**src/rtl/fp_addsub_seq.sv**
```systemverilog
// fp_addsub_seq: multi-cycle IEEE-754 single-precision add/subtract sequencer.
//
// Unpacks the operands and orders them by magnitude. It aligns the smaller mantissa one bit per
// cycle and runs a 24-bit mantissa add/sub. It then normalizes, rounds to nearest-even and
// packs the result. Denormal inputs and denormal results are flushed to zero.
//
// Ports:
//   clk     rising-edge clock
//   rst_n   synchronous active-low reset; aborts any operation in flight
//   start   launch an operation (sampled only while idle)
//   sub     0 = op_a + op_b, 1 = op_a - op_b
//   op_a    operand A
//   op_b    operand B
//   result  packed result, held until the next done
//   busy    high from the cycle after an accepted start until done
//   done    one-cycle pulse when result is valid
//   fflags  {NV,DZ,OF,UF,NX}; only present when FP_ADDSUB_SEQ_FLAGS_EN is defined
//
// Optional feature macro: FP_ADDSUB_SEQ_FLAGS_EN adds the fflags output and its flag logic.
module fp_addsub_seq #(
    parameter int unsigned MAX_ALIGN = 26,
    parameter logic [31:0] CANON_NAN = 32'h7FC0_0000
) (
    input  logic        clk,
    input  logic        rst_n,
    input  logic        start,
    input  logic        sub,
    input  logic [31:0] op_a,
    input  logic [31:0] op_b,
`ifdef FP_ADDSUB_SEQ_FLAGS_EN
    output logic [4:0]  fflags,
`endif
    output logic [31:0] result,
    output logic        busy,
    output logic        done
);

    localparam logic [7:0] MaxAlign = 8'(MAX_ALIGN);

    typedef enum logic [2:0] {StIdle, StUnpack, StAlign, StAdd, StNorm, StRound, StPack} state_t;

    state_t      state;
    logic [31:0] a_q, b_q, spec_q;
    logic        sub_q, eop_q, sign_q, special_q;
    logic [9:0]  exp_q;
    logic [23:0] large_q;
    logic [26:0] small_q;    // {mantissa, guard, round, sticky}
    logic [7:0]  diff_q;
    logic [27:0] v_q;        // {carry, mantissa[23:0], guard, round, sticky}
`ifdef FP_ADDSUB_SEQ_FLAGS_EN
    logic [4:0]  flg_q;
`endif

    // Operand decode; sign_b already carries the effective operation.
    logic        sign_a, sign_b, nan_a, nan_b, inf_a, inf_b, zero_a, zero_b, eop_c, swap_c;
    logic [7:0]  exp_a, exp_b, diff_c;
    logic [22:0] frac_a, frac_b;

    assign sign_a = a_q[31];
    assign sign_b = b_q[31] ^ sub_q;
    assign exp_a  = a_q[30:23];
    assign exp_b  = b_q[30:23];
    assign frac_a = a_q[22:0];
    assign frac_b = b_q[22:0];
    assign nan_a  = (exp_a == 8'hFF) && (frac_a != '0);
    assign nan_b  = (exp_b == 8'hFF) && (frac_b != '0);
    assign inf_a  = (exp_a == 8'hFF) && (frac_a == '0);
    assign inf_b  = (exp_b == 8'hFF) && (frac_b == '0);
    assign zero_a = (exp_a == 8'h00);
    assign zero_b = (exp_b == 8'h00);
    assign eop_c  = sign_a ^ sign_b;
    assign swap_c = (exp_b > exp_a) || ((exp_b == exp_a) && (frac_b > frac_a));
    assign diff_c = swap_c ? (exp_b - exp_a) : (exp_a - exp_b);

`ifdef FP_ADDSUB_SEQ_FLAGS_EN
    logic snan_in;
    assign snan_in = (nan_a && !frac_a[22]) || (nan_b && !frac_b[22]);
`endif

    // Mantissa ALU; on subtract the small operand's G/R/S bits produce the borrow-in.
    logic        alu_borrow, alu_carry;
    logic [2:0]  grs_lo;
    logic [23:0] alu_result;

    always_comb begin
        alu_borrow = eop_q & (|small_q[2:0]);
        grs_lo     = eop_q ? (3'b000 - small_q[2:0]) : small_q[2:0];
        if (eop_q) begin
            {alu_carry, alu_result} = {1'b0, large_q} - {1'b0, small_q[26:3]} - 25'(alu_borrow);
        end else begin
            {alu_carry, alu_result} = {1'b0, large_q} + {1'b0, small_q[26:3]};
        end
    end

    // Round to nearest, ties to even.
    logic        round_up;
    logic [24:0] mant_inc;

    always_comb begin
        round_up = v_q[2] & (v_q[1] | v_q[0] | v_q[3]);
        mant_inc = {1'b0, v_q[26:3]} + 25'(round_up);
    end

    always_ff @(posedge clk) begin
        if (!rst_n) begin
            state     <= StIdle;
            a_q       <= '0;
            b_q       <= '0;
            spec_q    <= '0;
            sub_q     <= 1'b0;
            eop_q     <= 1'b0;
            sign_q    <= 1'b0;
            special_q <= 1'b0;
            exp_q     <= '0;
            large_q   <= '0;
            small_q   <= '0;
            diff_q    <= '0;
            v_q       <= '0;
            result    <= '0;
            busy      <= 1'b0;
            done      <= 1'b0;
`ifdef FP_ADDSUB_SEQ_FLAGS_EN
            flg_q     <= '0;
            fflags    <= '0;
`endif
        end else begin
            done <= 1'b0;
            case (state)
                StIdle: begin
                    if (start) begin
                        a_q   <= op_a;
                        b_q   <= op_b;
                        sub_q <= sub;
                        busy  <= 1'b1;
                        state <= StUnpack;
`ifdef FP_ADDSUB_SEQ_FLAGS_EN
                        flg_q <= '0;
`endif
                    end
                end
                StUnpack: begin
                    special_q <= 1'b1;
                    state     <= StPack;
                    if (nan_a || nan_b) begin
                        spec_q <= CANON_NAN;
`ifdef FP_ADDSUB_SEQ_FLAGS_EN
                        flg_q[4] <= snan_in;
`endif
                    end else if (inf_a && inf_b && eop_c) begin
                        spec_q <= CANON_NAN;
`ifdef FP_ADDSUB_SEQ_FLAGS_EN
                        flg_q[4] <= 1'b1;
`endif
                    end else if (inf_a) begin
                        spec_q <= a_q;
                    end else if (inf_b) begin
                        spec_q <= {sign_b, 8'hFF, 23'h0};
                    end else if (zero_a && zero_b) begin
                        spec_q <= {sign_a & sign_b, 31'h0};
                    end else if (zero_a) begin
                        spec_q <= {sign_b, b_q[30:0]};
                    end else if (zero_b) begin
                        spec_q <= {sign_a, a_q[30:0]};
                    end else begin
                        special_q <= 1'b0;
                        eop_q     <= eop_c;
                        sign_q    <= swap_c ? sign_b : sign_a;
                        exp_q     <= {2'b00, swap_c ? exp_b : exp_a};
                        large_q   <= {1'b1, swap_c ? frac_b : frac_a};
                        small_q   <= {1'b1, swap_c ? frac_a : frac_b, 3'b000};
                        diff_q    <= diff_c;
                        state     <= (diff_c == 8'd0) ? StAdd : StAlign;
                    end
                end
                StAlign: begin
                    if (diff_q > MaxAlign) begin
                        // Too far below the LSB to matter except as sticky.
                        small_q <= 27'd1;
                        diff_q  <= '0;
                        state   <= StAdd;
                    end else begin
                        small_q <= {1'b0, small_q[26:2], small_q[1] | small_q[0]};
                        diff_q  <= diff_q - 8'd1;
                        if (diff_q == 8'd1) begin
                            state <= StAdd;
                        end
                    end
                end
                StAdd: begin
                    v_q   <= {alu_carry & ~eop_q, alu_result, grs_lo};
                    state <= StNorm;
                end
                StNorm: begin
                    if (v_q[27]) begin
                        v_q   <= {1'b0, v_q[27:2], v_q[1] | v_q[0]};
                        exp_q <= exp_q + 10'd1;
                        state <= StRound;
                    end else if (v_q[26:0] == '0) begin
                        special_q <= 1'b1;
                        spec_q    <= '0;
                        state     <= StPack;
                    end else if (v_q[26]) begin
                        state <= StRound;
                    end else if (exp_q <= 10'd1) begin
                        special_q <= 1'b1;
                        spec_q    <= '0;
                        state     <= StPack;
`ifdef FP_ADDSUB_SEQ_FLAGS_EN
                        flg_q[1]  <= 1'b1;
                        flg_q[0]  <= 1'b1;
`endif
                    end else begin
                        v_q   <= {v_q[26:0], 1'b0};
                        exp_q <= exp_q - 10'd1;
                    end
                end
                StRound: begin
                    if (mant_inc[24]) begin
                        v_q   <= {1'b0, 24'h800000, 3'b000};
                        exp_q <= exp_q + 10'd1;
                    end else begin
                        v_q <= {1'b0, mant_inc[23:0], 3'b000};
                    end
`ifdef FP_ADDSUB_SEQ_FLAGS_EN
                    if (v_q[2:0] != 3'b000) begin
                        flg_q[0] <= 1'b1;
                    end
`endif
                    state <= StPack;
                end
                StPack: begin
                    done  <= 1'b1;
                    busy  <= 1'b0;
                    state <= StIdle;
`ifdef FP_ADDSUB_SEQ_FLAGS_EN
                    fflags <= flg_q;
`endif
                    if (special_q) begin
                        result <= spec_q;
                    end else if (exp_q >= 10'd255) begin
                        result <= {sign_q, 8'hFF, 23'h0};
`ifdef FP_ADDSUB_SEQ_FLAGS_EN
                        fflags <= flg_q | 5'b00101;
`endif
                    end else begin
                        result <= {sign_q, exp_q[7:0], v_q[25:3]};
                    end
                end
                default: state <= StIdle;
            endcase
        end
    end

endmodule
```
**config.mk**
```make
export PLATFORM = sky130hd
export DESIGN_NAME = fp_addsub_seq
export DESIGN_NICKNAME = d
export VERILOG_FILES = /design/src/rtl/fp_addsub_seq.sv
export SDC_FILE = /design/constraint.sdc
export NUM_CORES = 1
export LEC_CHECK = 0
export BUFFER_PORTS_ARGS = -buffer_cell sky130_fd_sc_hd__buf_2
export CAP_MARGIN = 20
export CORE_MARGIN = 1.5
export CORE_UTILIZATION = 50
export DETAILED_ROUTE_END_ITERATION = 8
export GPL_TIMING_DRIVEN = 0
export PLACE_DENSITY_LB_ADDON = 0.15
export RECOVER_POWER = 50
export SLEW_MARGIN = 10
export SYNTH_ARGS = -nofsm -noshare
export SYNTH_HDL_FRONTEND = slang
export SYNTH_SLANG_ARGS = --single-unit
```
**constraint.sdc**
```tcl
create_clock -name clk -period 7.6 [get_ports clk]
set_clock_uncertainty 0.1 [all_clocks]
set_input_delay 1.14 -clock clk [delete_from_list [all_inputs] [get_ports clk]]
set_output_delay 1.14 -clock clk [all_outputs]
set_load 0.02 [all_outputs]
```
==> flow_metrics.tcl <==
set metrics [dict create \
    ys_types 88 \
    cts_buffers 27 \
    ir_worst_vdd_mv 0.297 \
    fin_nets 2446 \
    r2r_slack_ps 1870 \
    syn-instance-count 2127 \
    grt.overflow.total 0 \
    totalWireLength_mm 57.5 \
    synthesis.nets 2316 \
    stdcell_count 2672 \
    postCtsResizedCells 0 \
    synth_ff_type "dfxtp_1" \
    reg2regPathDepth 18 \
    cts-root-buf "clkbuf_16" \
    syn_avg_cell_area_um2 7.34 \
    p_per_area_nw_per_um2 496 \
    worstPathArrival_ps 6030 \
    synth_seq_cells 234 \
    ctsHtreeMaxLevel 1 \
    grt_first_pass_wirelength_mm 88.7 \
    fillers 3020 \
    fmax_ghz 0.174 \
    core_um2 30700 \
    ctsHoldBuffers 0 \
    cap_violations 0 \
    grt_pass1_vias 15361 \
    path_max_fanout 10 \
    place_inst 2624 \
    clkTransAtPathRegs_ps 60 \
    p_leak_uw 0.00664 \
    pin_count 102 \
    drtPass1Iterations 7 \
    fp-row-count 64 \
    antenna_cells 0 \
    outcome "completed" \
    yosysWarnings 0 \
    drt-initial-drc-count 1801 \
    layout_setup_ws_ps 1870 \
    cts_tree "done" \
    min_path_type "flip-flop to flip-flop" \
    period_minus_slack_ps 5730 \
    preCtsSetupSlack_ps 1940 \
    period_share 0.754 \
    drv_slew 0 \
    worstSetupPathType "flip-flop to flip-flop" \
    drive_above_1_share 0.0729 \
    multi_input_area_um2 9830 \
    clkLatencyLatePin_ps 570 \
    wl_per_cell_um 21.5 \
    slew_headroom 0.285 \
    die_h_um 180 \
    routabilityCongestion 1.11 \
    synth_area_um2 15600 \
    die_area_um2 32300 \
    ant_nets 0 \
    register_area_um2 4680 \
    worstMarginPinSlew_ps 1060 \
    setup_viol 0 \
    hpwl_mm 45.1 \
    vias 16639 \
    critPathRequiredTime_ps 7900 \
    grt_util_all_layers 0.346 \
    cp-end-kind "flip-flop" \
    grt_max_degree 14 \
    antenna_found_initial 1 \
    synth_edf_count 0 \
    ys_async_sr_fraction 0 \
    start_util 0.509 \
    post-cts-setup-buffers 0 \
    hold_viol 0 \
    drc 0 \
    min_path_cells 2 \
    die_w_um 180 \
    cts_buffer_depth 3 \
    final_util 0.571 \
    setup-tns-final_ps 0 \
    rsz0062_at_grt "false" \
    io_buffers 101 \
    avgViaCountPerCell 6.23 \
    startpoint_type "flip-flop" \
    ys_seq_area_frac 0.300 \
    cts.sinks 234 \
    syn2layout_area_growth_pct 12.0 \
]
==> state kept, by name, summed over array words and instances (netlist names) <==
signal and cells:
b_q 32, diff_q 8, spec_q 32, result 32
a_q 32, eop_q 1, small_q 27, exp_q 10
special_q 1, sub_q 1, sign_q 1, v_q 28
busy 1, large_q 24, state 3, done 1
==> critical path, cell delays in order, from the launching register on <==
cell and delay, ps:
dfxtp_1 310, clkbuf_1 250, clkbuf_1 440, clkbuf_1 510
nand2b_1 160, fa_1 540, inv_1 50, ha_1 180
or2_2 300, fa_1 370, nand2b_1 180, a21boi_1 300
o31ai_1 160, a21oi_1 330, a31oi_1 210, and3_1 230
or4_1 490, a211oi_1 380, a311oi_1 90
==> area by class of cell <==
class,instances,area share
multi-input combinational,1611,0.562
sequential,234,0.268
inverter,134,0.0287
clock buffer,38,0.0450
clock inverter,10,0.00794
timing repair buffer,101,0.0264
tap,396,0.0283
buffer,148,0.0340
==> kinds of logic (layout without fill, tap and decap cells) <==
family,after synthesis,count (layout),synth area share
compound gates,636,636,0.264
xor+xnor,43,43,0.0241
fa+ha+maj,121,121,0.0993
buf+inv,282,431,0.0703
flops,234,234,0.300
mux,14,14,0.00937
simple gates,797,797,0.233
==> cells in the final DEF, fill, tap and decap left out, types with 8 or more instances in the layout <==
master     count
a211oi_1      20
a21o_1        13
a21oi_1      236
a221oi_1      40
a222oi_1      27
a22oi_1       32
a311oi_1      26
a31oi_1       15
and2_1        16
and3_1        13
buf_1         13
buf_2         86
clkbuf_1     152
clkbuf_16     27
dfxtp_1      234
ha_1         116
inv_1        133
mux2i_1       12
nand2_1      313
nand2b_1      15
nand3_1       26
nand4_1       26
nor2_1       208
nor2b_1       10
nor3_1        82
nor4_1        26
o211ai_1      12
o21a_1        10
o21ai_0      120
o221ai_1      11
o31ai_1       13
or2_2         11
or3_1         10
xnor2_1       35
xor2_1         8
==> cell usage after synthesis, types with 20 or more instances <==
master    count  share of area
a211oi_1     20         0.0096
a21oi_1     236          0.076
a221oi_1     40          0.022
a222oi_1     27          0.017
a22oi_1      32          0.015
a311oi_1     26          0.015
buf_2        20         0.0064
clkbuf_1    113          0.027
dfxtp_1     234           0.30
ha_1        116          0.093
inv_1       132          0.032
nand2_1     313          0.075
nand3_1      26         0.0083
nand4_1      26          0.010
nor2_1      208          0.050
nor3_1       82          0.026
nor4_1       26          0.010
o21ai_0     120          0.038
xnor2_1      35          0.020
==> per-stage QoR <==
stage	cell area, µm²	total power [µW]	hold WS [ps]
2_1_floorplan	15600	5610	347
3_3_place_gp	16600	7110	339
3_5_place_dp	16600	7170	344
4_1_cts	17500	8560	352
5_1_grt	17500	9270	376
6_report	17500	8680	353
==> metal layers <==
layer | vias to the layer above | wire [µm] | track usage
li1 | 7896 | - | -
met1 | 7758 | 25300 | 0.486
met2 | 840 | 24400 | 0.528
met3 | 143 | 4970 | 0.0434
met4 | 2 | 2890 | 0.160
met5 | - | 12 | 0
==> worst paths after layout <==
path	start	to
worst max-delay path	eop_q	v_q[21]
worst min-delay path	result[24]	result[24]
worst max register to register	eop_q	v_q[21]
worst min register to register	result[24]	result[24]
==> power by group <==
group	total, µW	internal (µW)	switching, µW
logic	5410	1850	3560
clock network	1370	820	552
registers	1890	1510	382
total	8680	4180	4490
Power figures use the tool's default switching activity.
